**src/rtl/csr_pkg.sv**
```systemverilog
// Shared CSR addresses, bit positions, cause codes and event encoding
// for the machine-mode CSR unit.
package csr_pkg;
    localparam int unsigned ADDR_W  = 12;
    localparam int unsigned CAUSE_W = 4;
    localparam int unsigned HALF_W  = 32;

    localparam logic [ADDR_W-1:0] CSR_MSTATUS   = 12'h300;
    localparam logic [ADDR_W-1:0] CSR_MIE       = 12'h304;
    localparam logic [ADDR_W-1:0] CSR_MTVEC     = 12'h305;
    localparam logic [ADDR_W-1:0] CSR_MEPC      = 12'h341;
    localparam logic [ADDR_W-1:0] CSR_MCAUSE    = 12'h342;
    localparam logic [ADDR_W-1:0] CSR_MIP       = 12'h344;
    localparam logic [ADDR_W-1:0] CSR_MCYCLE    = 12'hB00;
    localparam logic [ADDR_W-1:0] CSR_MCYCLEH   = 12'hB80;
    localparam logic [ADDR_W-1:0] CSR_MINSTRET  = 12'hB02;
    localparam logic [ADDR_W-1:0] CSR_MINSTRETH = 12'hB82;

    localparam int unsigned MSTATUS_MIE  = 3;
    localparam int unsigned MSTATUS_MPIE = 7;
    localparam int unsigned MIE_MTIE     = 7;
    localparam int unsigned MIE_MEIE     = 11;

    localparam logic [CAUSE_W-1:0] CAUSE_MTI = 4'd7;
    localparam logic [CAUSE_W-1:0] CAUSE_MEI = 4'd11;

    typedef enum logic [1:0] {
        CSR_IDLE,
        CSR_TRAP,
        CSR_MRET
    } csr_evt_e;
endpackage

```
**src/rtl/csr_counter64.sv**
```systemverilog
// 64-bit free-running counter with independent 32-bit half writes;
// any half write replaces the increment for that cycle.
module csr_counter64
    import csr_pkg::*;
(
    input  logic                clk,
    input  logic                rst,
    input  logic                inc,
    input  logic                wr_lo,
    input  logic                wr_hi,
    input  logic [HALF_W-1:0]   wdata,
    output logic [2*HALF_W-1:0] count
);
    always_ff @(posedge clk) begin
        if (rst) begin
            count <= '0;
        end else if (wr_lo || wr_hi) begin
            if (wr_lo) count[HALF_W-1:0]        <= wdata;
            if (wr_hi) count[2*HALF_W-1:HALF_W] <= wdata;
        end else if (inc) begin
            count <= count + 64'd1;
        end
    end
endmodule

```
**src/rtl/csr_unit.sv**
```systemverilog
// Machine-mode CSR file and trap sequencer: CSR read/write, interrupt
// entry, MRET return and the mcycle/minstret counters.
module csr_unit
    import csr_pkg::*;
#(
    parameter int unsigned XLEN        = 32,
    parameter logic [31:0] RESET_MTVEC = 32'h0,
    parameter bit          VECTORED_EN = 1'b1
) (
    input  logic            clk,
    input  logic            rst,
    input  logic            instr_valid,
    input  logic            csr_rd,
    input  logic            csr_wr,
    input  logic            is_mret,
    input  logic [31:0]     inst,
    input  logic [XLEN-1:0] pc,
    input  logic [XLEN-1:0] wdata,
    input  logic            timer_irq,
    input  logic            ext_irq,
    output logic [XLEN-1:0] rdata,
    output logic            epc_taken,
    output logic [XLEN-1:0] epc,
    output logic            irq_taken
);
    logic [ADDR_W-1:0]  addr;
    logic               mstatus_mie, mstatus_mpie;
    logic               mie_mtie, mie_meie;
    logic               mip_mtip, mip_meip;
    logic [XLEN-3:0]    mtvec_base;
    logic               mtvec_mode;
    logic [XLEN-3:0]    mepc_hi;
    logic [XLEN-1:0]    mcause;
    logic [63:0]        mcycle, minstret;

    logic               pend_t, pend_e, trap_cond, wr_en, vec_mode;
    logic [CAUSE_W-1:0] cause;
    csr_evt_e           evt;
    logic [XLEN-1:0]    mstatus_val, mie_val, mip_val, mtvec_val, mepc_val;
    logic [XLEN-1:0]    rd_val, trap_pc;
    logic               unused_bits;

    assign unused_bits = ^{inst[19:0], pc[1:0]};

    // Event decode: a pending enabled interrupt pre-empts MRET and CSR writes.
    always_comb begin
        addr      = inst[31:20];
        pend_t    = mip_mtip & mie_mtie;
        pend_e    = mip_meip & mie_meie;
        trap_cond = instr_valid & mstatus_mie & (pend_t | pend_e);
        cause     = pend_e ? CAUSE_MEI : CAUSE_MTI;
        evt       = CSR_IDLE;
        if (trap_cond) begin
            evt = CSR_TRAP;
        end else if (instr_valid && is_mret) begin
            evt = CSR_MRET;
        end
        wr_en = instr_valid & csr_wr & (evt != CSR_TRAP);
    end

    always_comb begin
        mstatus_val               = '0;
        mstatus_val[MSTATUS_MIE]  = mstatus_mie;
        mstatus_val[MSTATUS_MPIE] = mstatus_mpie;
        mie_val                   = '0;
        mie_val[MIE_MTIE]         = mie_mtie;
        mie_val[MIE_MEIE]         = mie_meie;
        mip_val                   = '0;
        mip_val[MIE_MTIE]         = mip_mtip;
        mip_val[MIE_MEIE]         = mip_meip;
        vec_mode                  = mtvec_mode & VECTORED_EN;
        mtvec_val                 = {mtvec_base, 1'b0, vec_mode};
        mepc_val                  = {mepc_hi, 2'b00};
        trap_pc                   = {mtvec_base, 2'b00}
                                  + (vec_mode ? XLEN'({cause, 2'b00}) : '0);
        rd_val                    = '0;
        case (addr)
            CSR_MSTATUS:   rd_val = mstatus_val;
            CSR_MIE:       rd_val = mie_val;
            CSR_MTVEC:     rd_val = mtvec_val;
            CSR_MEPC:      rd_val = mepc_val;
            CSR_MCAUSE:    rd_val = mcause;
            CSR_MIP:       rd_val = mip_val;
            CSR_MCYCLE:    rd_val = mcycle[31:0];
            CSR_MCYCLEH:   rd_val = mcycle[63:32];
            CSR_MINSTRET:  rd_val = minstret[31:0];
            CSR_MINSTRETH: rd_val = minstret[63:32];
            default:       rd_val = '0;
        endcase
    end

    always_comb begin
        rdata     = '0;
        epc_taken = 1'b0;
        epc       = '0;
        irq_taken = 1'b0;
        if (!rst) begin
            if (csr_rd) rdata = rd_val;
            case (evt)
                CSR_TRAP: begin
                    irq_taken = 1'b1;
                    epc_taken = 1'b1;
                    epc       = trap_pc;
                end
                CSR_MRET: begin
                    epc_taken = 1'b1;
                    epc       = mepc_val;
                end
                default: ;
            endcase
        end
    end

    // Trap/MRET updates follow the CSR write so they win on mstatus.
    always_ff @(posedge clk) begin
        if (rst) begin
            mstatus_mie  <= 1'b0;
            mstatus_mpie <= 1'b0;
            mie_mtie     <= 1'b0;
            mie_meie     <= 1'b0;
            mip_mtip     <= 1'b0;
            mip_meip     <= 1'b0;
            mtvec_base   <= RESET_MTVEC[31:2];
            mtvec_mode   <= RESET_MTVEC[0];
            mepc_hi      <= '0;
            mcause       <= '0;
        end else begin
            mip_mtip <= timer_irq;
            mip_meip <= ext_irq;
            if (wr_en) begin
                case (addr)
                    CSR_MSTATUS: begin
                        mstatus_mie  <= wdata[MSTATUS_MIE];
                        mstatus_mpie <= wdata[MSTATUS_MPIE];
                    end
                    CSR_MIE: begin
                        mie_mtie <= wdata[MIE_MTIE];
                        mie_meie <= wdata[MIE_MEIE];
                    end
                    CSR_MTVEC: begin
                        mtvec_base <= wdata[XLEN-1:2];
                        mtvec_mode <= wdata[0];
                    end
                    CSR_MEPC:   mepc_hi <= wdata[XLEN-1:2];
                    CSR_MCAUSE: mcause  <= wdata;
                    default: ;
                endcase
            end
            case (evt)
                CSR_TRAP: begin
                    mepc_hi      <= pc[XLEN-1:2];
                    mcause       <= {1'b1, (XLEN-1)'(cause)};
                    mstatus_mpie <= mstatus_mie;
                    mstatus_mie  <= 1'b0;
                end
                CSR_MRET: begin
                    mstatus_mie  <= mstatus_mpie;
                    mstatus_mpie <= 1'b1;
                end
                default: ;
            endcase
        end
    end

    csr_counter64 u_mcycle (
        .clk   (clk),
        .rst   (rst),
        .inc   (1'b1),
        .wr_lo (wr_en && (addr == CSR_MCYCLE)),
        .wr_hi (wr_en && (addr == CSR_MCYCLEH)),
        .wdata (wdata),
        .count (mcycle)
    );

    csr_counter64 u_minstret (
        .clk   (clk),
        .rst   (rst),
        .inc   (instr_valid && (evt != CSR_TRAP)),
        .wr_lo (wr_en && (addr == CSR_MINSTRET)),
        .wr_hi (wr_en && (addr == CSR_MINSTRETH)),
        .wdata (wdata),
        .count (minstret)
    );
endmodule
```
**config.mk**
```make
export PLATFORM = sky130hd
export DESIGN_NAME = csr_unit
export DESIGN_NICKNAME = d
export VERILOG_FILES = /design/src/rtl/csr_pkg.sv /design/src/rtl/csr_counter64.sv /design/src/rtl/csr_unit.sv
export SDC_FILE = /design/constraint.sdc
export NUM_CORES = 1
export LEC_CHECK = 0
export CAP_MARGIN = 40
export CORE_UTILIZATION = 39
export CTS_BUF_LIST = sky130_fd_sc_hd__clkbuf_8
export DETAILED_ROUTE_END_ITERATION = 7
export SYNTH_ARGS = -nofsm -noshare
export SYNTH_HDL_FRONTEND = slang
export SYNTH_SLANG_ARGS = --single-unit
```
**constraint.sdc**
```tcl
create_clock -name clk -period 8.1 [get_ports clk]
set_clock_uncertainty 0.2 [all_clocks]
set_input_delay 2.025 -clock clk [delete_from_list [all_inputs] [get_ports clk]]
set_output_delay 2.025 -clock clk [all_outputs]
set_load 0.01 [all_outputs]
```
==> flow_summary_export.csv <==
group,metric,value,unit
critical_path,r2r_setup_slack,4.41,ns
critical_path,slowest_delay,0.64,ns
finish,drive_gt1_frac,0.0827,
clock_network,clkTransAtPathRegs,0.06,ns
synthesis,synth_flop_cell,"dfxtp_1",
floorplan,die_w,199,um
synthesis,netlist_area,15200,sq um
timing,worst_slew_pin_slew,0.993,ns
timing,min_period_over_period,0.944,
hold_path,worstHoldPathType,"flip-flop to flip-flop",
timing,max_freq,131,MHz
floorplan,io_pins,170,
synthesis,synth_edf_count,0,
clock_network,numCtsBuffers,45,
pwr,p_leak,0.00571,uW
global_route,overflow,0,
place,place_hpwl,52.2,mm
clock_network,cts_tree,"built",
timing,timing.final.crit_period,7.65,ns
finish,syn2layout_area_growth,19.7,%
synthesis,netlist.area_leader.share,0.299,
run,max-cap-violations,0,
synthesis,yosysTopAreaCell,"dfxtp_1",
critical_path,worstSetupEndpoint,"rdata[20]",
global_route,grt_antenna_before_repair,0,
critical_path,cp_data_required_time,5.88,ns
global_route,grt_pass1_wl,106,mm
critical_path,rr_startpoint,"u_minstret.count[1]",
critical_path,reg2reg_to,"u_minstret.count[50]",
finish,antenna_cells,0,
critical_path,start_kind,"input port",
run_status,violations,"design-rule violations",
place,place.gp.congestion,1.02,
critical_path,rr_worst_depth,7,
floorplan,dieArea,39800,sq um
clock_network,clockBufferDepth,3,
floorplan,die-height,199,um
clock_network,clkLatencyLatePin,0.63,ns
clock_network,post_cts_buffers,0,
route,dr.pass1.iters,8,
floorplan,fp-row-count,71,
critical_path,critical_path_class,"input port to output port",
global_route,grt_max_degree,66,
timing,rsz0062_at_grt,"no",
timing,setup_slack,0.450,ns
critical_path,cp-end-kind,"output port",
timing,setup_violations,0,
timing,hold_viol,0,
pwr,power_density,136,nW/um^2
critical_path,cp-startpoint,"inst[23]",
route,drc,12,
route,drtIter0Drc,2368,
global_route,first_global_vias,16300,
clock_network,h-tree-depth,2,
clock_network,root_buffer,"clkbuf_8",
floorplan,core-area,38000,sq um
clock_network,clock-sinks,227,
synthesis,synth_cell_types,80,
run_status,status,"complete, but fails checks",
pwr,peakVddDrop,0.000107,V
synthesis,yosysSeqAreaShare,0.299,
floorplan,initial_utilization,0.400,
global_route,gr-usage-all-layers,0.358,
clock_network,cts_resized,0,
route,vias,17900,
timing,slew_violations,0,
finish,final_common_cell,"nand2_1",
clock_network,holdBufCountCts,0,
route,viasPerCell,6.71,
critical_path,cpMaxStageDelayCell,"or3_1",
synthesis,async_reset_ff_frac,0,
timing,relSlewSlack,0.328,
route,routed_wl,71.8,mm
finish,fin_nets,2251,
synthesis,syn_area_per_cell,7.37,sq um
place,port_buffers,145,
critical_path,path_cells,"clkdlybuf4s50_1 > or3_1 > nor3_2 > nand3_1 > nor3b_2 > buf_4 > a22oi_1 > a31oi_1 > clkdlybuf4s50_1",
critical_path,cp_common_cell,"clkdlybuf4s50_1",
finish,final_cell_mix,"267 x nand2_1, 227 x dfxtp_1, 214 x a21oi_1",
route,routedWlPerCell,26.8,um
critical_path,critPathMaxFanout,31,
critical_path,cp.arrival,5.42,ns
synthesis,ys_seq_elements,227,
timing,setup_tns,0,ns
route,ant_nets,0,
synthesis,yosys-top-cells-area,"dfxtp_1 30%, a21oi_1 7.1%, nand2_1 6.6%",
synthesis,synthCells,2061,
synthesis,yosysWarnings,0,
place,post-place-ws,0.572,ns
-- worst min-delay path by stage --
stage | start | endpoint | slack, ns | cells after the start
2_1_floorplan | mcause[12] | mcause[12] | 0.23 | 2
3_5_place_dp | mcause[6] | mcause[6] | 0.24 | 2
4_1_cts | mcause[6] | mcause[6] | 0.25 | 2
6_report | mcause[15] | mcause[15] | 0.25 | 2
5_1_grt | mcause[7] | mcause[7] | 0.28 | 2
3_3_place_gp | mcause[21] | mcause[21] | 0.24 | 2
-- logic make-up after synthesis --
family,Yosys count,synth area share
simple gates,834,0.284
compound gates,688,0.291
flops,227,0.299
buf+inv,201,0.0520
mux,67,0.0466
xor+xnor,36,0.0208
fa+ha+maj,7,0.00626
other cells,1,0.000247
-- where the power goes --
group          switching (uW)  internal, uW
Clock                     549           635
Combinational             109          58.9
Sequential               6.05          1120
-- flip-flops by register name (all words and copies together) (netlist names) --
| name | flops |
|---|---|
| u_mcycle.count | 64 |
| mstatus_mpie | 1 |
| mtvec_base | 30 |
| mie_meie | 1 |
| mstatus_mie | 1 |
| mip_meip | 1 |
| mepc_hi | 30 |
| mtvec_mode | 1 |
| mcause | 32 |
| u_minstret.count | 64 |
| mip_mtip | 1 |
| mie_mtie | 1 |
-- worst max-delay path: cells and delay by family --
| kind | cells | cell delay [ns] |
|---|---|---|
| and+or+nand+nor | 4 | 1.36 |
| AOI/OAI and AO/OA | 2 | 0.59 |
| buffers and inverters | 3 | 1.43 |
-- cells in the mapped netlist, types with 5 or more instances --
cell and n:
or3_1 13, xnor2_1 16, a21o_1 14, nor4_1 42, a22o_1 60, nand2b_1 7, or4_1 10, and4_1 24
and2_1 25, nor3_1 62, a22oi_1 47, a41oi_1 6, dfxtp_1 227, a31oi_1 54, buf_2 16, and4b_1 5
a211oi_1 46, a222oi_1 31, mux2_2 10, a21oi_1 215, nand2_1 268, nand4_1 62, ha_1 6, nor3b_1 14
xor2_1 20, a32o_1 6, o31ai_1 10, and3_1 67, nor4b_1 10, nor2_1 116, nand3_1 74, o22ai_1 11
mux2i_1 55, o21ai_0 141, o21a_1 6, inv_1 22, buf_1 8, clkbuf_1 152
-- layout make-up --
cell class              instances  area (sq um)
well taps                     511           639
multi-input cells            1634          9950
clock inverters                16          97.6
flip-flops and latches        227          4540
repair buffers                210          2120
clock buffers                  55           757
inverters                      22          82.6
fillers                      3856         19800
-- stage by stage --
step / power [uW] / cell area [sq um] / util / hold slack [ns] / instances
detailed placement: 1310 / 17300 / 0.456 / 0.244 / 2603
floorplan: 1210 / 15200 / - / 0.232 / 2062
global route: 2540 / 18200 / 0.478 / 0.277 / 2675
finish: 2480 / 18200 / 0.478 / 0.251 / 2675
CTS: 2480 / 18200 / 0.478 / 0.252 / 2674
global placement: 1310 / 17000 / 0.447 / 0.239 / 2583
-- per-layer routing --
metal  global-route usage  vias to the layer above  routed length [um]
li1                     -                     7977                   -
met4                0.176                        0                3460
met1                0.503                     8560               30500
met2                0.524                     1224               29900
met3               0.0614                      176                7950
met5                    0                        -                   0
Note: power is estimated with default switching activity, not from simulation.
